**src/rtl/exe_pipe.sv**
```systemverilog
// rtl/exe_pipe.sv - pipelined execute unit: register file, 8-op ALU, result stage, writeback, forwarding
//
// Purpose: takes one decoded instruction per cycle, reads two operands from a
// REG_N x DATA_W register file (with single-level forwarding from the result
// stage), computes one of eight ALU operations with {V,C,N,Z} flags, and holds
// the result in a one-stage output register. The held result is written back to
// the register file on the next unstalled edge. A separate load port writes the
// register file directly on any non-reset edge.
//
// Ports:
//   i_clk, i_rst              clock, synchronous active-high reset
//   i_valid, i_oper           instruction present, opcode
//   i_reg0, i_reg1, i_reg2    source A, source B, destination
//   i_imm, i_data             operand B select (1 = immediate), signed immediate
//   i_stall                   freeze the result stage and writeback
//   i_ld_en, i_ld_reg, i_ld_data  external register load
//   o_valid, o_data, o_flag   registered result, valid flag, {V,C,N,Z}
module exe_pipe #(
  parameter int DATA_W = 6,
  parameter int REG_N  = 16,
  parameter int SAT    = 0,
  localparam int REG_AW = $clog2(REG_N)
) (
  input  logic              i_clk,
  input  logic              i_rst,
  input  logic              i_valid,
  input  logic [2:0]        i_oper,
  input  logic [REG_AW-1:0] i_reg0,
  input  logic [REG_AW-1:0] i_reg1,
  input  logic [REG_AW-1:0] i_reg2,
  input  logic              i_imm,
  input  logic [DATA_W-1:0] i_data,
  input  logic              i_stall,
  input  logic              i_ld_en,
  input  logic [REG_AW-1:0] i_ld_reg,
  input  logic [DATA_W-1:0] i_ld_data,
  output logic              o_valid,
  output logic [DATA_W-1:0] o_data,
  output logic [3:0]        o_flag
);

  localparam int MSB  = DATA_W - 1;
  localparam int SH_W = $clog2(DATA_W) + 1;
  localparam logic [SH_W-1:0]   AMT_LIM = SH_W'(DATA_W);
  localparam logic [DATA_W-1:0] SMAX    = {1'b0, {(DATA_W-1){1'b1}}};
  localparam logic [DATA_W-1:0] SMIN    = {1'b1, {(DATA_W-1){1'b0}}};

  logic [DATA_W-1:0] r_regs [REG_N];
  logic              r_valid;
  logic [DATA_W-1:0] r_data;
  logic [3:0]        r_flag;
  logic [REG_AW-1:0] r_dest;

  logic [DATA_W-1:0] w_a;
  logic [DATA_W-1:0] w_b;
  logic [SH_W-1:0]   w_amt;
  logic [DATA_W:0]   w_sum;
  logic [DATA_W:0]   w_dif;
  logic [DATA_W:0]   w_shl;
  logic signed [DATA_W:0] w_sar;
  logic [DATA_W-1:0] w_res;
  logic              w_c;
  logic              w_v;

  // Single forwarding level: the stage register is the only result not yet in the file.
  assign w_a = (r_valid && (r_dest == i_reg0)) ? r_data : r_regs[i_reg0];
  assign w_b = i_imm ? i_data :
               ((r_valid && (r_dest == i_reg1)) ? r_data : r_regs[i_reg1]);
  assign w_amt = w_b[SH_W-1:0];

  always_comb begin
    w_res = '0;
    w_c   = 1'b0;
    w_v   = 1'b0;
    // One extra bit catches the carry / borrow out of the MSB.
    w_sum = {1'b0, w_a} + {1'b0, w_b};
    w_dif = {1'b0, w_a} - {1'b0, w_b};
    // SHL: bit DATA_W holds the last bit shifted out.
    w_shl = {1'b0, w_a} << w_amt;
    // SAR: a guard bit below the LSB holds the last bit shifted out.
    w_sar = $signed({w_a, 1'b0}) >>> w_amt;
    case (i_oper)
      3'd0: begin
        w_res = w_sum[MSB:0];
        w_c   = w_sum[DATA_W];
        w_v   = (w_a[MSB] == w_b[MSB]) && (w_res[MSB] != w_a[MSB]);
      end
      3'd1: begin
        w_res = w_dif[MSB:0];
        w_c   = w_dif[DATA_W];
        w_v   = (w_a[MSB] != w_b[MSB]) && (w_res[MSB] != w_a[MSB]);
      end
      3'd2: w_res = w_a & w_b;
      3'd3: w_res = w_a | w_b;
      3'd4: w_res = w_a ^ w_b;
      3'd5: begin
        if (w_amt < AMT_LIM) begin
          w_res = w_shl[MSB:0];
          w_c   = w_shl[DATA_W];
        end
      end
      3'd6: begin
        if (w_amt < AMT_LIM) begin
          w_res = w_sar[DATA_W:1];
          w_c   = w_sar[0];
        end else begin
          w_res = {DATA_W{w_a[MSB]}};
        end
      end
      default: w_res = w_b;
    endcase
    // Overflow direction always follows the sign of A for both ADD and SUB.
    if ((SAT != 0) && w_v) begin
      w_res = w_a[MSB] ? SMIN : SMAX;
    end
  end

  always_ff @(posedge i_clk) begin
    if (i_rst) begin
      r_valid <= 1'b0;
      r_data  <= '0;
      r_flag  <= '0;
      r_dest  <= '0;
      for (int i = 0; i < REG_N; i++) begin
        r_regs[i] <= '0;
      end
    end else begin
      if (i_ld_en) begin
        r_regs[i_ld_reg] <= i_ld_data;
      end
      if (!i_stall) begin
        // Issued after the load so writeback wins a same-register collision.
        if (r_valid) begin
          r_regs[r_dest] <= r_data;
        end
        r_valid <= i_valid;
        if (i_valid) begin
          r_data <= w_res;
          r_flag <= {w_v, w_c, w_res[MSB], (w_res == '0)};
          r_dest <= i_reg2;
        end
      end
    end
  end

  assign o_valid = r_valid;
  assign o_data  = r_data;
  assign o_flag  = r_flag;

endmodule

```
**config.mk**
```make
export PLATFORM = sky130hd
export DESIGN_NAME = exe_pipe
export DESIGN_NICKNAME = d
export VERILOG_FILES = /design/src/rtl/exe_pipe.sv
export SDC_FILE = /design/constraint.sdc
export NUM_CORES = 1
export LEC_CHECK = 0
export ABC_AREA = 1
export CAP_MARGIN = 10
export CELL_PAD_IN_SITES_DETAIL_PLACEMENT = 0
export CELL_PAD_IN_SITES_GLOBAL_PLACEMENT = 1
export CORE_MARGIN = 2
export CORE_UTILIZATION = 41
export CTS_BUF_LIST = sky130_fd_sc_hd__clkbuf_8
export CTS_CLUSTER_DIAMETER = 40
export DETAILED_ROUTE_END_ITERATION = 16
export GPL_TIMING_DRIVEN = 0
export PLACE_DENSITY = 0.76
export SETUP_SLACK_MARGIN = 0.1
export SLEW_MARGIN = 10
export SYNTH_ARGS = -nofsm -noshare
export SYNTH_HDL_FRONTEND = slang
export SYNTH_SLANG_ARGS = --single-unit
```
**constraint.sdc**
```tcl
create_clock -name i_clk -period 3.5 [get_ports i_clk]
set_input_delay 0.7 -clock i_clk [delete_from_list [all_inputs] [get_ports i_clk]]
set_output_delay 0.7 -clock i_clk [all_outputs]
set_load 0.01 [all_outputs]
```
Word level (Yosys, flattened, before mapping)
Memories as Yosys holds them, arrays and structs flattened.
Index checks and enable logic that the tools add are counted.

word-level totals
  memories kept = 1
  bits in registers = 15
  input bits = 37
  output and inout bits = 11
  memory bits (writable) = 96

memories
  memory  depth  width  read ports  clocked after memory_dff  wr ports  RTL line  source
  r_regs  16     6      2           0                         16        48        logic [DATA_W-1:0] r_regs [REG_N];

operators by class
  reductions and logical operators = 9
  bitwise operators = 4
  add/subtract/negate cells = 2
  $lt $le $gt $ge = 1
  shifts and indexed selects = 2
  eq/ne operators = 12
  muxes and demuxes = 25

operators by type and width
  operator            count
  $mux 6              7
  $pmux 6 s7          1
  $mux 1              13
  $reduce_or 6->1     2
  $eq 3x3->1 const B  3
  $eq 4x4->1          2
  $mux 4              2
  $add 6x6->7         1
  $shl 6x4->7         1
  $sshr 7x4->7        1
  $sub 6x6->7         1
  $and 6x6->6         1
  $eq 3x2->1 const B  2
  $logic_not 6->1     1
  $or 6x6->6          1
  $xor 6x6->6         1
  $logic_and 1x1->1   4
  $lt 4x3->1 const B  1
  $pmux 1 s4          1
  $eq 3x1->1 const B  1
  $logic_not 3->1     1
  $ne 1x1->1          3
  $pmux 1 s2          1
  $reduce_and 2->1    1
  other kinds (2)     2

Logic depth before layout (Yosys ltp)
Gate-level depths: netlist of run 1.

  depth in word-level cells = 8
  gate-level depth with buffers = 28
  depth with buffers taken out = 26

Worst setup path before layout of run 1
OpenSTA, ideal clock, no wires.

  kind = input to register
  from = input i_reg1[0]
  to = register r_flag[0], in the netlist o_flag[0]
  library setup time = 68 ps
  slack = 21 ps
  stages on the path = 24
  arrival time = 3411 ps
  path through = buf_6 -> buf_4 -> nor2_1 -> nor2_1 -> o21ai_1 -> nand3_1 -> nand3_1 -> nand3_2 -> a21boi_4 -> ha_1 -> buf_2 -> a21oi_1 -> nand2_1 -> a21o_1 -> a21oi_1 -> xor2_1 -> nor2_1 -> nor3_1 -> nand2_1 -> nand2_1 -> nand2_1 -> nor2_1 -> nand2_1 -> a21oi_2

on the way
  cells in the longest elaborated chain, start to end = 8
  elaborated cells on any way between the ends = 17

ends and longest elaborated chain
  what                                                                  RTL line  source
  start, declared                                                       29        input logic [REG_AW-1:0] i_reg1,
  parallel branches: the longest is 2 deep, another holds $mem_v2 16x6  -
  $mux 6 *                                                              68        ((r_valid && (r_dest == i_reg1)) ? r_data : r_regs[i_reg1]);
  $mux 6 *                                                              67        assign w_b = i_imm ? i_data :
  $lt 4x3->1 (tied with other cells)                                    97, 103
  $mux 6, on equally long branches                                      103, 97
  $pmux 6 s7 *                                                          82        case (i_oper)
  $logic_not 6->1 *                                                     139       r_flag <= {w_v, w_c, w_res[MSB], (w_res == '0)};
  end signal, assigned                                                  139
  end, declared                                                         51        logic [3:0] r_flag;

Every way passes the cells marked *.
A chain may end at the register's enable or synchronous reset.

Worst setup path in the final report of run 1
Same ends and word-level chain as after synthesis.

==> run_results.csv, run 1 <==
group,metric,value,unit
route,drtAntennaViolNets,0,
worst_setup_path,slowest_delay,250,ps
synthesis,synth.top_cell.area_share,34.1,%
synthesis,synth_area,8450,um^2
worst_setup_path,r2r_slack,260,ps
route,drc,0,
floorplanning,die_x,148,um
timing,finalMaxSlewViolations,0,
timing,fin_skew,10.2,ps
floorplanning,die_area,21800,um^2
power,leakagePower,0.00420,uW
clocking,cts_made_buffers,9,
worst_setup_path,crit_path_top_delay_cell,"ha_4",
place,gp_congestion,1.01,
min_path,hold_path_class,"flip-flop to flip-flop",
route,wire_per_inst,22.6,um
floorplanning,num_rows,52,
final_layout,final_nets,1371,
min_path,whs_path_depth,2,
worst_setup_path,worstSetupPathType,"input pin to flip-flop",
final_layout,syn2layout_area_growth,25.6,%
synthesis,syn_area_per_cell,7.02,um^2
global_route,antenna_found_initial,0,
worst_setup_path,cp_num_buf_inv,3,
timing,finalSetupViolations,0,
synthesis,synthDistinctLibCells,46,
global_route,grt_max_degree,20,
power,p_per_area,329,nW/um^2
route,drt-vias-per-instance,5.84,
clocking,root_buffer,"clkbuf_8",
timing,hold_violations,0,
timing,fin_crit,3400,ps
timing,maxSlewHeadroom,37.3,%
synthesis,yosys_warnings,0,
worst_setup_path,reg2reg_from,"r_dest[1]",
place,dp_hpwl,26700,um
worst_setup_path,crit_chain,"buf_16 -> clkinv_8 -> buf_12 -> o211ai_1 -> nand3_1 -> nand3_2 -> nand3_4 -> a21boi_4 -> ha_4 -> a21oi_2 -> nand2_2 -> a21o_1 -> a21oi_2 -> xor2_1 -> nor2_1 -> nor3_2 -> nand2_1 -> nand2_2 -> nand2_1 -> nor2_1 -> nand2_1 -> a21oi_2",
power,fin_total_pwr,3490,uW
timing,rsz0062_at_grt,"yes",
timing,hold_ws,475,ps
run_status,outcome,"completed",
synthesis,ys_ff_latch,110,
synthesis,async_flop_share,0,%
route,drt_first_pass_iters,6,
route,drt-total-wl,35900,um
worst_setup_path,cp_top_family,"simple AND/OR/NAND/NOR gates",
min_path,min_to,"o_flag[3]",
route,routed-via-count,9266,
timing,fin_crit_sh,97.0,%
clocking,hold_buffers,0,
synthesis,netlist_instances,1203,
synthesis,synth-edff-count,96,
clocking,h-tree-depth,3,
final_layout,post_route_cells_drive_above_1_share,18.6,%
final_layout,antennaDiodeCount,0,
synthesis,synth.area.top_cells,"edfxtp_1 (34%), nand3_1 (14%), nand2_1 (12%)",
worst_setup_path,cp_data_required_time,3840,ps
synthesis,seq_area_frac_synth,37.5,%
clocking,cts_tree,"yes",
floorplanning,ios,48,
clocking,cts.sinks,110,
worst_setup_path,r2r_cells,25,
global_route,grt_pass1_vias,8542,
floorplanning,chipHeight,148,um
route,drt_iter0_markers,871,
place,port_buffers,39,
final_layout,final_cell_mix,"nand2_1 (244), nand3_1 (226), o21ai_0 (132)",
worst_setup_path,cp-end-kind,"flip-flop",
clocking,clk_pin_slew,110,ps
worst_setup_path,r2r_end,"o_flag[0]",
global_route,gr-total-overflow,0,
clocking,cts.path.max_buffers,2,
timing,worst_slew_pin_slew,934,ps
global_route,grt_pass1_wl,52000,um
worst_setup_path,worstPathArrival,3730,ps
final_layout,layout_commonest_cell,"nand2_1",
global_route,grtUsageTotal,32.3,%
synthesis,ys.flop_type,"edfxtp_1",
synthesis,synth.largest_area_cell,"edfxtp_1",
floorplanning,core_area,20200,um^2
timing,fmax,294,MHz
synthesis,syn_nets,1261,
min_path,min-delay-start,"o_flag[3]",
clocking,insertion_delay,400,ps
job,cap_violations,0,
worst_setup_path,start_kind,"input pin",
floorplanning,start_util,41.7,%
worst_setup_path,path_max_fanout,11,
power,max-vdd-ir-drop,0.176,mV
==> flip-flops by register name, summed over array words and instances (netlist names) <==
name / cells
o_data: 5
o_valid: 1
r_dest: 4
o_flag: 4
r_regs: 96
==> worst min-delay path, cell delays in order, from the launching register on <==
cell     delay [ps]
dfxtp_1         330
nand2_1          60
a21oi_1          50
==> layer usage <==
| layer | routed length [um] | part of all wire (%) | GRT usage, % | up-vias |
|---|---|---|---|---|
| li1 | - | - | - | 4342 |
| met5 | 0 | 0 | 0 | - |
| met3 | 2980 | 8.3 | 4.78 | 119 |
| met4 | 2030 | 5.6 | 14.7 | 0 |
| met2 | 17100 | 48 | 54.8 | 503 |
| met1 | 13800 | 38 | 40.6 | 4302 |
==> cell families after synthesis <==
kind of cell / share of synthesized area [%]
AND/OR/NAND/NOR: 33.8
AO/OA/AOI/OAI: 16.2
buffers and inverters: 9.02
flip-flops: 37.5
adder cells (fa/ha/maj): 3.29
XOR/XNOR: 0.207
==> report_power, final <==
part / switching, uW / total (uW) / internal (uW)
combinational: 737 / 1200 / 466
sequential: 51.9 / 1530 / 1480
clock: 485 / 756 / 270
==> synth_stat cells, types with 2 or more instances <==
master	instances
nand3_1	242
nand3b_1	12
buf_1	13
a21oi_2	3
o21ai_1	25
ha_1	19
nor2_1	99
buf_6	8
nor3_1	10
nand2_2	8
clkbuf_1	38
inv_1	85
o22ai_1	8
inv_4	2
o21ai_0	142
nand3_2	3
buf_2	17
o211ai_1	11
nor2_2	2
o221ai_1	3
fa_1	2
nand4_1	3
inv_2	10
a21oi_1	47
edfxtp_1	96
buf_4	3
a21oi_4	2
nand2_1	259
dfxtp_1	14
==> worst max-delay path by stage <==
stage / startpoint / endpoint / slack (ps) / cells past startpoint
after floorplan: i_reg1[0] / o_flag[0] / 100 / 24
after global placement: i_reg0[2] / o_flag[0] / -1570 / 25
after detailed placement: i_reg0[2] / o_flag[0] / -1540 / 25
after CTS: r_dest[0] / o_flag[0] / 100 / 25
after global routing: i_reg1[0] / o_flag[0] / -60 / 27
final: i_reg1[0] / o_flag[0] / 100 / 22
==> stage by stage <==
step	instance area, um^2	std cells	util [%]	setup WS (ps)	setup TNS [ps]
after CTS	10100	1563	49.7	105	0
final	10600	1588	52.4	103	0
after floorplan	8490	1203	-	101	0
after detailed placement	9220	1512	45.6	-1540	-10410
after global placement	9220	1512	45.6	-1570	-10810
after global routing	10600	1588	52.4	-59.1	-59.1
==> layout make-up <==
class / count / area, um^2
inverters: 98 / 417
clock inverters: 7 / 58.8
plain buffers: 78 / 643
repair inverters: 1 / 8.76
multi-input cells: 916 / 4950
well taps: 270 / 338
repair buffers: 99 / 893
flip-flops and latches: 110 / 3170
clock buffers: 9 / 124
fillers: 2037 / 9630
==> timing repair <==
action	4_1_cts	5_1_grt
pin swaps	30	44
endpoints found under the setup margin	9	6
buffers inserted	35	24
gates resized for setup	146	99
gates cloned	0	2
Note: power is estimated with default switching activity, not from simulation.
==> run 2, diff against run 1 <==
--- a/config.mk
+++ b/config.mk
@@ -15,9 +15,8 @@
 export CTS_CLUSTER_DIAMETER = 40
 export DETAILED_ROUTE_END_ITERATION = 16
 export GPL_TIMING_DRIVEN = 0
-export PLACE_DENSITY = 0.76
+export PLACE_DENSITY_LB_ADDON = 0.1
 export SETUP_SLACK_MARGIN = 0.1
-export SLEW_MARGIN = 10
 export SYNTH_ARGS = -nofsm -noshare
 export SYNTH_HDL_FRONTEND = slang
 export SYNTH_SLANG_ARGS = --single-unit
==> run 2 against run 1 <==
Compared with the run above:
- core utilization down 0.087 points
- non-clock buffer count increased by 4
- clock power increased by 4.6%
- setup slack lost 75 ps
- fmax decreased by 2.2%
- cell area shrank 0.17%
- routed wire length fell by 0.57%
- clock skew grew 5.2 ps
- via count decreased by 1.0%
- die area did not move
- power increased by 2.2%
- critical path type unchanged
- largest power group unchanged
==> run_results.csv, run 2 (synthesis results as in run 1) <==
group,metric,value,unit
worst_setup_path,worstPathArrival,3810,ps
final_layout,finalNonFillerCells,1592,
clocking,hold_buffers,0,
clocking,cts.path.max_buffers,2,
floorplanning,chipHeight,148,um
timing,fin_crit,3470,ps
worst_setup_path,crit_chain,"buf_16 -> inv_12 -> buf_8 -> o211ai_1 -> nand3_1 -> nand3_1 -> nand3_2 -> a21boi_4 -> ha_4 -> buf_12 -> a21oi_4 -> nand2_2 -> a21o_1 -> a21oi_2 -> xor2_1 -> nor2_1 -> nor3_2 -> nand2_1 -> nand2_1 -> nand2_1 -> nor2_1 -> nand2_1 -> a21oi_2",
final_layout,antennaDiodeCount,0,
final_layout,final_nets,1375,
clocking,cts_made_buffers,9,
floorplanning,ios,48,
timing,fmax,288,MHz
clocking,clk_pin_slew,110,ps
global_route,grt_pass1_wl,51400,um
worst_setup_path,crit_path_start,"i_reg1[0]",
timing,fin_skew,15.4,ps
final_layout,final_cell_mix,"nand2_1 (242), nand3_1 (232), o21ai_0 (132)",
worst_setup_path,reg2reg_from,"r_regs[8][2]",
floorplanning,start_util,41.7,%
clocking,h-tree-depth,3,
worst_setup_path,cp-end-kind,"flip-flop",
power,p_per_area,337,nW/um^2
final_layout,layout_commonest_cell,"nand2_1",
final_layout,post_route_cells_drive_above_1_share,17.3,%
route,drtAntennaViolNets,0,
timing,worst_slew_pin_slew,910,ps
final_layout,multiInputGateArea,4830,um^2
worst_setup_path,crit_path_top_delay_cell,"a21boi_4",
timing,hold_ws,472,ps
clocking,insertion_delay,400,ps
global_route,grt_max_degree,19,
route,drt-total-wl,35700,um
timing,fin_setup_tns,0,ps
route,drt-vias-per-instance,5.76,
power,max-vdd-ir-drop,0.237,mV
timing,hold_violations,0,
place,port_buffers,39,
global_route,grt_pass1_vias,8434,
timing,maxSlewHeadroom,39.3,%
final_layout,n_fill_cell,2000,
min_path,whs_path_depth,2,
global_route,gr-total-overflow,0,
clocking,root_buffer,"clkbuf_8",
min_path,min-delay-start,"o_flag[3]",
route,wire_per_inst,22.4,um
timing,finalMaxSlewViolations,0,
final_layout,register_area,3170,um^2
worst_setup_path,start_kind,"input pin",
min_path,hold_path_class,"flip-flop to flip-flop",
clocking,cts_tree,"yes",
place,gp_congestion,0.993,
run_status,outcome,"completed",
route,drc,0,
place,dpl_cell_area,9220,um^2
final_layout,postLayoutCoreUtil,52.3,%
job,cap_violations,0,
worst_setup_path,cp_data_required_time,3830,ps
floorplanning,num_rows,52,
global_route,antenna_found_initial,0,
final_layout,syn2layout_area_growth,25.4,%
global_route,grtUsageTotal,32.2,%
floorplanning,core_area,20200,um^2
worst_setup_path,slowest_delay,260,ps
place,placed_cells_incl_taps,1512,
clocking,cts.sinks,110,
final_layout,largest_reg_flops,96,
floorplanning,die_area,21800,um^2
final_layout,largest_register,"r_regs",
route,drt_first_pass_iters,6,
final_layout,fin_area,10600,um^2
timing,rsz0062_at_grt,"yes",
worst_setup_path,r2r_cells,22,
place,dp_hpwl,26100,um
worst_setup_path,worstSetupPathType,"input pin to flip-flop",
worst_setup_path,worst_path_most_repeated_cell,"nand2_1",
route,routed-via-count,9170,
route,drt_iter0_markers,1134,
power,leakagePower,0.00422,uW
timing,fin_crit_sh,99.2,%
floorplanning,die_x,148,um
timing,finalSetupViolations,0,
worst_setup_path,path_max_fanout,8,
==> run 2: cell types whose count changed in the layout (fill, tap and decap cells not counted), sizes merged <==
cell         change
clkbuf           +2
bufbuf           +1
bufinv           +1
clkinv           -1
dlygate4sd2      +1
==> run 2: where the power goes <==
part	total, uW	leakage, uW	switching (uW)	internal, uW
Clock	791	0.0000991	458	333
Combinational	1240	0.00301	743	498
Sequential	1540	0.00111	54.9	1480
Total	3570	0.00422	1260	2310
==> run 2: path summary, 6_finish.rpt <==
| check | slack [ps] | endpoint |
|---|---|---|
| hold / removal | 470 | o_flag[3] |
| hold reg to reg | 470 | o_flag[3] |
| setup reg to reg | 110 | o_flag[0] |
| setup / recovery | 30 | o_flag[0] |
==> run 2: routing by layer <==
metal	vias to the layer above	global-route usage (%)	routed length (um)
met5	-	0	0
met4	0	16.0	2240
met3	119	5.40	3170
met2	512	54.2	16800
met1	4190	40.0	13400
li1	4349	-	-
==> run 2: critical path: cells and delay by family <==
family	cells	cell delay (ps)
xor+xnor	1	210
compound gates	6	1010
fa+ha+maj	1	240
buf+inv	4	440
simple gates	11	1180
==> run 2: area by class of cell <==
type	count	share of cell area, %
clock buffer	9	1.17
inverter	98	3.81
timing repair buffer	102	9.09
buffer	79	6.37
clock inverter	7	0.674
tap	270	3.19
multi-input combinational	916	45.7
sequential	110	30.0
timing repair inverter	1	0.0827
==> run 2: timing repair <==
action | CTS | global route
pin swaps | 26 | 38
cloned | 1 | 5
gates resized for setup | 140 | 69
endpoints found under the hold margin | 0 | 0
setup buffers | 43 | 15
endpoints found under the setup margin | 9 | 6
==> run 2: metrics by stage <==
stage	setup slack (ps)	power (uW)
3_3_place_gp	-1620	2470
3_5_place_dp	-1550	2460
5_1_grt	-95.9	3710
4_1_cts	102	3410
6_report	28.7	3570
2_1_floorplan	101	2120
==> run 3, diff against run 2 <==
--- a/config.mk
+++ b/config.mk
@@ -7,13 +7,14 @@
 export LEC_CHECK = 0
 export ABC_AREA = 1
 export CAP_MARGIN = 10
-export CELL_PAD_IN_SITES_DETAIL_PLACEMENT = 0
+export CELL_PAD_IN_SITES_DETAIL_PLACEMENT = 1
 export CELL_PAD_IN_SITES_GLOBAL_PLACEMENT = 1
 export CORE_MARGIN = 2
-export CORE_UTILIZATION = 41
+export CORE_UTILIZATION = 49
 export CTS_BUF_LIST = sky130_fd_sc_hd__clkbuf_8
 export CTS_CLUSTER_DIAMETER = 40
 export DETAILED_ROUTE_END_ITERATION = 16
+export DONT_BUFFER_PORTS = 1
 export GPL_TIMING_DRIVEN = 0
 export PLACE_DENSITY_LB_ADDON = 0.1
 export SETUP_SLACK_MARGIN = 0.1
==> constraint.sdc (replaced) <==
create_clock -name i_clk -period 3.6 [get_ports i_clk]
set_input_delay 0.72 -clock i_clk [delete_from_list [all_inputs] [get_ports i_clk]]
set_output_delay 0.72 -clock i_clk [all_outputs]
set_load 0.01 [all_outputs]
==> run 3 against run 2 <==
Compared with the run above:
- the run now ends with setup timing left
- combinational power shrank 10%
- via count grew 3.9%
- global-route usage grew 8.5 points
- cell area shrank 7.4%
- setup slack lost 45 ps
- clock power shrank 4.4%
- largest cell class unchanged
- highest routed layer unchanged
==> run_results.csv, run 3 (synthesis results as in run 1) <==
group,metric,value,unit
route,route.met3.wl,3730,um
global_route,grt_pass1_vias,9188,
route,wire_per_inst,25.9,um
floorplanning,chipHeight,135,um
final_layout,largest_reg_flops,96,
power,swShare,37.9,%
worst_setup_path,reg2reg_from,"r_dest[1]",
power,seqPwrFrac,44.6,%
route,routed-via-count,9524,
global_route,antenna_found_initial,0,
place,dp_hpwl,27900,um
worst_setup_path,worstSetupPathType,"input pin to flip-flop",
job,cap_violations,0,
clocking,cts_tree,"yes",
timing,hold_violations,0,
worst_setup_path,path_max_fanout,10,
final_layout,final_cell_mix,"nand2_1 (245), nand3_1 (229), o21ai_0 (134)",
route,drt-vias-per-instance,6.41,
power,max-vdd-ir-drop,0.229,mV
worst_setup_path,cp_data_required_time,3930,ps
clocking,insertion_delay,410,ps
floorplanning,num_rows,48,
route,drt-total-wl,38500,um
power,p_clk_share,22.5,%
timing,finalSetupViolations,1,
min_path,whs_path_depth,2,
final_layout,largest_register,"r_regs",
clocking,cts_made_buffers,9,
clocking,h-tree-depth,3,
final_layout,n_fill_cell,2204,
final_layout,layout_commonest_cell,"nand2_1",
worst_setup_path,crit_path_start,"i_reg1[0]",
final_layout,final_nets,1313,
timing,fin_skew,28.2,ps
timing,rsz0062_at_grt,"yes",
timing,maxSlewHeadroom,37.5,%
route,drc,0,
final_layout,postLayoutCoreUtil,57.5,%
clocking,cts.path.max_buffers,2,
floorplanning,start_util,49.5,%
power,leakagePower,0.00389,uW
floorplanning,die_x,135,um
route,drtAntennaViolNets,0,
global_route,gr-total-overflow,0,
power,p_int,2090,uW
run_status,outcome,"finished with violations",
run_status,violations,"setup timing",
timing,worst_slew_pin_slew,937,ps
floorplanning,ios,48,
worst_setup_path,cp-end-kind,"flip-flop",
final_layout,antennaDiodeCount,0,
place,gp_congestion,0.968,
route,drt_first_pass_iters,5,
global_route,grt_max_degree,21,
worst_setup_path,crit_path_top_delay_cell,"fa_2",
timing,finalWorstSetupSlack,-16.2,ps
floorplanning,core_area,17100,um^2
min_path,hold_path_class,"input pin to flip-flop",
global_route,grtUsageTotal,40.7,%
clocking,root_buffer,"clkbuf_8",
worst_setup_path,start_kind,"input pin",
floorplanning,die_area,18300,um^2
route,drt-met1-wl,13900,um
global_route,grt_pass1_wl,54800,um
clocking,cts.sinks,110,
min_path,min-delay-start,"i_stall",
place,port_buffers,0,
timing,fin_crit,3620,ps
worst_setup_path,crit_chain,"buf_12 -> buf_4 -> nand2_1 -> nand3_1 -> nand3_1 -> nand3_1 -> nand3_1 -> nand2_2 -> nand2_4 -> ha_1 -> inv_1 -> fa_2 -> a221oi_2 -> nand3b_1 -> a21oi_2 -> nand2_1 -> nand2_2 -> nand2_1 -> nor2_1 -> nand2_1 -> a21oi_2",
worst_setup_path,slowest_delay,450,ps
clocking,clk_pin_slew,130,ps
worst_setup_path,r2r_cells,20,
power,p_comb_share,32.9,%
worst_setup_path,worstPathArrival,3950,ps
final_layout,syn2layout_area_growth,16.1,%
power,fin_total_pwr,3360,uW
power,p_per_area,343,nW/um^2
final_layout,post_route_cells_drive_above_1_share,16.7,%
power,p_sw,1280,uW
timing,finalMaxSlewViolations,0,
timing,fmax,277,MHz
timing,fin_crit_sh,100,%
route,top_layer_used,"met4",
route,wl_met2,18500,um
route,drt_iter0_markers,832,
run 3: changes by cell type in the layout (fill, tap and decap cells not counted), moves of 5 or more:
cell,previous run,this run
nand2_2,23,17
clkdlybuf4s50_1,32,0
clkbuf_2,0,8
clkbuf_16,6,1
o21ai_1,33,27
buf_4,59,43
buf_6,17,11
clkbuf_8,14,9
run 3: stage by stage:
step / instances / setup WS [ps] / TNS (ps) / hold slack [ps] / cell area [um^2]
2_1_floorplan: 1203 / 101 / 0 / 490 / 8450
3_3_place_gp: 1428 / -843 / -4220 / 503 / 8730
3_5_place_dp: 1428 / -846 / -4410 / 516 / 8730
4_1_cts: 1459 / 101 / 0 / 475 / 9300
5_1_grt: 1485 / -180 / -180 / 474 / 9800
6_report: 1485 / -16.2 / -16.2 / 465 / 9800
run 3: power groups by stage:
stage          Sequential [uW]  Clock (uW)  Combinational, uW
3_3_place_gp              1520           0                800
6_report                  1500         756               1110
5_1_grt                   1500         783               1180
4_1_cts                   1490         742                932
3_5_place_dp              1520           0                821
2_1_floorplan             1490           0                557
run 3: layout make-up:
type	instances	area (um^2)	share of cell area, %
clock inverter	7	57.6	0.587
inverter	98	398	4.06
tap	225	282	2.87
multi-input combinational	916	4890	49.9
timing repair buffer	41	374	3.82
sequential	110	3170	32.3
clock buffer	9	124	1.26
buffer	79	505	5.16
run 3: critical path, delay by kind of cell:
family	cells	cell delay, ps
AND/OR/NAND/NOR	13	1350
AO/OA/AOI/OAI	3	750
adder cells (fa/ha/maj)	2	660
buffers and inverters	3	440
run 3: path summary, 6_finish.rpt:
path,end,slack [ps]
min,o_valid,470
max,o_flag[0],-20
max reg2reg,o_flag[0],70
min reg2reg,o_flag[0],530
run 3: timing repair:
item,4_1_cts,5_1_grt
pin swaps,18,49
hold buffers,0,0
endpoints found under the setup margin,8,5
cloned,1,1
resized for setup,74,93
buffers inserted,14,25
run 3: metal layers:
layer | up-vias | track usage [%]
met1 | 4560 | 48.1
met5 | - | 0
met3 | 151 | 8.12
met4 | 0 | 24.9
met2 | 577 | 68.2
li1 | 4236 | -
==> edit 1: new RTL, config.mk and constraints of run 2 <==
Change the parameter `DATA_W` from 6 to 4.
--- a/src/rtl/exe_pipe.sv
+++ b/src/rtl/exe_pipe.sv
@@ -17,5 +17,5 @@
 //   o_valid, o_data, o_flag   registered result, valid flag, {V,C,N,Z}
 module exe_pipe #(
-  parameter int DATA_W = 6,
+  parameter int DATA_W = 4,
   parameter int REG_N  = 16,
   parameter int SAT    = 0,
Ports: changed (resized i_data, i_ld_data and o_data); port bits go from 48 to 42. The function was not compared with the original's and may differ.
==> edit 1 against run 2 <==
Sequential cell count fell by 34. Wire length fell by 38%. Via count fell by 32%. Critical endpoint unchanged. Cell count fell by 32%. Area after synthesis fell by 31%. Sequential power fell by 31%. Power fell by 33%. Critical path type unchanged. Worst setup slack improved by 0.25 ns. Design area fell by 34%.
==> edit 1: results (changes against run 2) <==
Run status
Outcome: finished, final reports clean (unchanged).

Timing
The largest clock skew in the final design was 0.0130 ns (was 0.0154 ns). The relative max-transition margin is 46.4% (was 39.3%).

Route
The vias per cell is 5.80 (was 5.76). The first-iteration detailed-routing DRC count is 788 (was 1134). The post-detailed-route wirelength per cell came to 20.3 microns (was 22.4 microns). The total number of vias is 6257 (was 9170).

Pwr
The maximum vdd drop is 0.206 mV (was 0.237 mV). The internal cell power is 1590 uW (was 2310 uW). The fraction of power consumed by combinational cells is 28.3% (was 34.8%). The static leakage is 0.00277 uW (was 0.00422 uW).

Layout
The fraction of layout cells with a size suffix above 1 was 15.1% (was 17.3%). The combined area of the multi-input logic cells is 3390 sq um (was 4830 sq um). The non-clock buffering overhead in the final layout is 11.0% (was 15.5%). The sequential cell area share is 30.9% (was 30.0%).

The count of inverters not on the clock network in the layout came to 67 (was 99). The number of fillers in the final layout is 1390 (was 2000). The count of nets after finishing is 943 (was 1375). The number of buffers other than clock buffers in the final layout is 90 (was 181). The proportion of cell area spent on the clock network is 2.59% (was 1.84%).

The layout multi-input combinational cell count was 651 (was 916).

Logic synthesis
The synthesized area divided by synthesized cell count is 7.00 sq um (was 7.02 sq um). The distinct cell type count of the synthesized netlist is 43 (was 46). Top cells by area, synth: sky130_fd_sc_hd__edfxtp_1, sky130_fd_sc_hd__nand3_1, sky130_fd_sc_hd__nand2_1 (unchanged).

The number of synthesized flops with an enable pin is 64 (was 96). The post-synthesis sequential element count is 76 (was 110).

Setup path
The maximum fanout along the worst path is 10 (was 8). The worst reg2reg path depth is 21 (was 22). The worst reg-to-reg setup slack came to 0.33 ns (was 0.11 ns). The beginning of the worst register-to-register path was r_dest[3] (was r_regs[8][2]).

The worst stage delay on the critical path came to 0.44 ns (was 0.26 ns). The critical path's slowest cell is sky130_fd_sc_hd__fa_2 (was sky130_fd_sc_hd__a21boi_4).

Worst hold path
The sink of the worst hold path was o_flag[2] (was o_flag[3]).

Clock network
The later-pin clock latency in the skew report is 0.36 ns (was 0.40 ns). The register clock-pin slew on the reported worst setup and hold paths is 0.08 ns (was 0.11 ns). The number of cells upsized or downsized after cts is 24 (was 140).

Placement
The pre-CTS setup slack came to -1.16 ns (was -1.55 ns). The quantity of I/O buffers inserted on ports is 29 (was 39). The weighted congestion at the end of routability-driven global placement was 0.890 (was 0.993).

The half-perimeter wire length after detailed placement was 16.7 mm (was 26.1 mm). The total instance count after detailed placement is 1044 (was 1512).

Global route
The pin count of the biggest net entering global routing is 13 (was 19). The first-pass GRT wire length is 32.4 mm (was 51.4 mm). The global-route usage over all layers is 29.0% (was 32.2%).
edit 1: changes by cell type after synthesis, moves of 8 or more:
cell and delta:
sky130_fd_sc_hd__a21oi_1 -24, sky130_fd_sc_hd__buf_1 -9, sky130_fd_sc_hd__clkbuf_1 -26, sky130_fd_sc_hd__edfxtp_1 -32
sky130_fd_sc_hd__inv_1 -34, sky130_fd_sc_hd__nand2_1 -52, sky130_fd_sc_hd__nand3_1 -82, sky130_fd_sc_hd__nor2_1 -25
sky130_fd_sc_hd__o211ai_1 -8, sky130_fd_sc_hd__o21ai_0 -57
edit 1: routing by layer:
metal	track usage (%)	up-vias	share of wire, %
li1	-	2970	-
met1	43.8	2931	45
met2	43.2	320	44
met3	4.52	36	9.8
met4	7.17	0	1.9
met5	0	-	0
edit 1: through the flow:
step / hold WS (ns) / util (%) / area (sq um) / power [uW]
5_1_grt: 0.488 / 50.5 / 7010 / 2480
2_1_floorplan: 0.490 / - / 5840 / 1430
3_5_place_dp: 0.460 / 45.8 / 6360 / 1640
3_3_place_gp: 0.455 / 45.8 / 6360 / 1640
6_report: 0.466 / 50.5 / 7010 / 2370
4_1_cts: 0.472 / 47.7 / 6620 / 2290
edit 1: logic make-up after synthesis:
kind of cell | synth area share, %
AO/OA/AOI/OAI | 13.6
XOR/XNOR | 0.450
adder cells (fa/ha/maj) | 3.47
buffers and inverters | 8.40
flip-flops | 37.0
AND/OR/NAND/NOR | 37.1
edit 1: worst max-delay path by stage:
stage | startpoint | end | cells past startpoint
floorplan | i_reg0[3] | o_flag[0] | 19
global placement | i_reg1[1] | o_flag[0] | 22
detailed placement | i_reg1[1] | o_flag[0] | 22
CTS | i_reg1[0] | o_flag[0] | 22
global route | i_reg1[1] | o_flag[0] | 24
finish | i_reg0[0] | o_flag[0] | 22
==> edit 2: new RTL, config.mk and constraints of run 2 <==
Made on the original files. Make the reset (`i_rst`) asynchronous in one clocked block. Comments in the files are not updated.
--- a/src/rtl/exe_pipe.sv
+++ b/src/rtl/exe_pipe.sv
@@ -116,5 +116,5 @@
   end
 
-  always_ff @(posedge i_clk) begin
+  always_ff @(posedge i_clk or posedge i_rst) begin
     if (i_rst) begin
       r_valid <= 1'b0;
Formal check against the unedited RTL: not equivalent (Yosys sat finds a counterexample within 4 cycles, from zero or initial values and one cycle with i_rst high; the reset may be asserted at any time).
==> edit 2 against run 2 <==
Clock power down 1%. Sequential cell count unchanged. Non-clock buffer count down 26. Worst setup slack better by 0.065 ns. Design area down 0.78%. Area after synthesis up 3.5%. Largest cell class unchanged. Power up 47%. Largest power group is now combinational cells. Wire length up 8.9%. Core utilization down 2.2 points.
==> edit 2: results (changes against run 2) <==
Layout
The total inserted antenna cells was 0 (unchanged). The number of buffers other than clock buffers in the final layout is 155 (was 181). The final instance area is 10500 sq um (was 10600 sq um).

The count of nets after finishing came to 1526 (was 1375). The sequential cell area share is 26.2% (was 30.0%). The layout multi-input combinational cell count is 1028 (was 916).

The non-clock buffering overhead in the final layout is 12.5% (was 15.5%). The clock tree buffer count of the final layout is 10 (was 9). The fraction of layout cells with a size suffix above 1 came to 12.5% (was 17.3%). The number of fillers in the final layout is 2236 (was 2000).

Pwr
The internal cell power is 2900 uW (was 2310 uW). The maximum vdd drop is 0.267 mV (was 0.237 mV). The switching power is 2350 uW (was 1260 uW). The static leakage is 0.00497 uW (was 0.00422 uW).

Placement
The weighted congestion at the end of routability-driven global placement was 0.993 (about the same). The pre-CTS setup slack was -1.53 ns (was -1.55 ns). The half-perimeter wire length after detailed placement was 28.5 mm (was 26.1 mm). The quantity of I/O buffers inserted on ports is 38 (was 39). The total instance count after detailed placement came to 1693 (was 1512).

Global route
The initial antenna violation count was 0 (unchanged). The pin count of the biggest net entering global routing is 38 (was 19). The global routing usage on met3 is 5.21% (was 5.40%).

The global-route usage over all layers was 34.7% (was 32.2%). The global-route met2 utilization was 50.4% (was 54.2%). The number of global-route vias before repair was 9174 (was 8434). The met1 track demand over resource is 52.9% (was 40.0%). The first-pass GRT wire length is 57.4 mm (was 51.4 mm).

Route
The detailed route wirelength on metal2 is 16.5 mm (was 16.8 mm). The total number of vias was 10259 (was 9170). The post-detailed-route wirelength per cell was 22.2 microns (was 22.4 microns). The vias per cell was 5.87 (was 5.76).

The total met3 wirelength after detailed routing is 3.89 mm (was 3.17 mm).

Setup path
The launch point of the worst path is i_reg1[1] (was i_reg1[0]). The maximum fanout along the worst path was 10 (was 8). The endpoint arrival time on the critical path is 3.77 ns (was 3.81 ns).

The beginning of the worst register-to-register path is r_dest[3] (was r_regs[8][2]). The worst stage delay on the critical path is 0.55 ns (was 0.26 ns).

Clock network
The register clock-pin slew on the reported worst setup and hold paths is 0.12 ns.

Worst hold path
The worst hold-check path type is in -> async (was reg -> reg).

Logic synthesis
Cell types with the highest counts after synthesis: sky130_fd_sc_hd__nand2_1, sky130_fd_sc_hd__o21ai_0, sky130_fd_sc_hd__inv_1 (was sky130_fd_sc_hd__nand2_1, sky130_fd_sc_hd__nand3_1, sky130_fd_sc_hd__o21ai_0). The proportion of register bits with asynchronous set or reset after synthesis came to 100% (was 0%). Top cells by area, synth: sky130_fd_sc_hd__dfrtp_1, sky130_fd_sc_hd__nand2_1, sky130_fd_sc_hd__o21ai_0 (was sky130_fd_sc_hd__edfxtp_1, sky130_fd_sc_hd__nand3_1, sky130_fd_sc_hd__nand2_1). The count of mapped cells out of synthesis came to 1377 (was 1203).

The distinct cell type count of the synthesized netlist is 40 (was 46). The post-synthesis sequential element count is 110 (unchanged).

Run status
Outcome: finished, final reports clean (unchanged).

Timing
The transition time of the tightest slew-check pin is 1.36 ns (was 0.910 ns). The final worst-path cycle share came to 97.3% (was 99.2%).

Floorplanning
The tap cell instance count is 275 (was 270).
-- edit 2: cell types whose count changed after synthesis, moves of 14 or more --
cell                       change
sky130_fd_sc_hd__nand2_1     +125
sky130_fd_sc_hd__dfrtp_1     +110
sky130_fd_sc_hd__nand3_1     -104
sky130_fd_sc_hd__edfxtp_1     -96
sky130_fd_sc_hd__inv_1        +67
sky130_fd_sc_hd__o21ai_0      +33
sky130_fd_sc_hd__o22ai_1      +29
sky130_fd_sc_hd__o211ai_1     +28
sky130_fd_sc_hd__o21ai_1      -21
sky130_fd_sc_hd__nor2_1       +15
sky130_fd_sc_hd__a31oi_1      +14
sky130_fd_sc_hd__dfxtp_1      -14
-- edit 2: how the worst min path moves through the flow --
stage          startpoint          to  slack (ns)  depth (start not counted)
2_1_floorplan  r_regs[58]  r_regs[58]        0.48                          2
3_5_place_dp    o_flag[2]   o_flag[2]        0.47                          2
6_report            i_rst  r_regs[10]        0.50                          2
5_1_grt             i_rst  r_regs[10]        0.52                          2
4_1_cts             i_rst  r_regs[10]        0.50                          2
3_3_place_gp    o_flag[2]   o_flag[2]        0.47                          2
-- edit 2: logic make-up after synthesis --
| group | synth area share, % |
|---|---|
| AOI/OAI and AO/OA | 21.7 |
| xor gates and xnor gates | 0.401 |
| adders and majority gates | 3.18 |
| buffers and inverters | 11.4 |
| DFF | 31.5 |
| and+or+nand+nor | 31.8 |
-- edit 2: repair_timing --
| item | in CTS | in global routing |
|---|---|---|
| gates resized for setup | 100 | 88 |
| hold endpoints to repair | 0 | 0 |
| setup buffers | 19 | 20 |
| endpoints found under the setup margin | 9 | 8 |
| gates cloned | 1 | 0 |
| pin swaps | 13 | 38 |
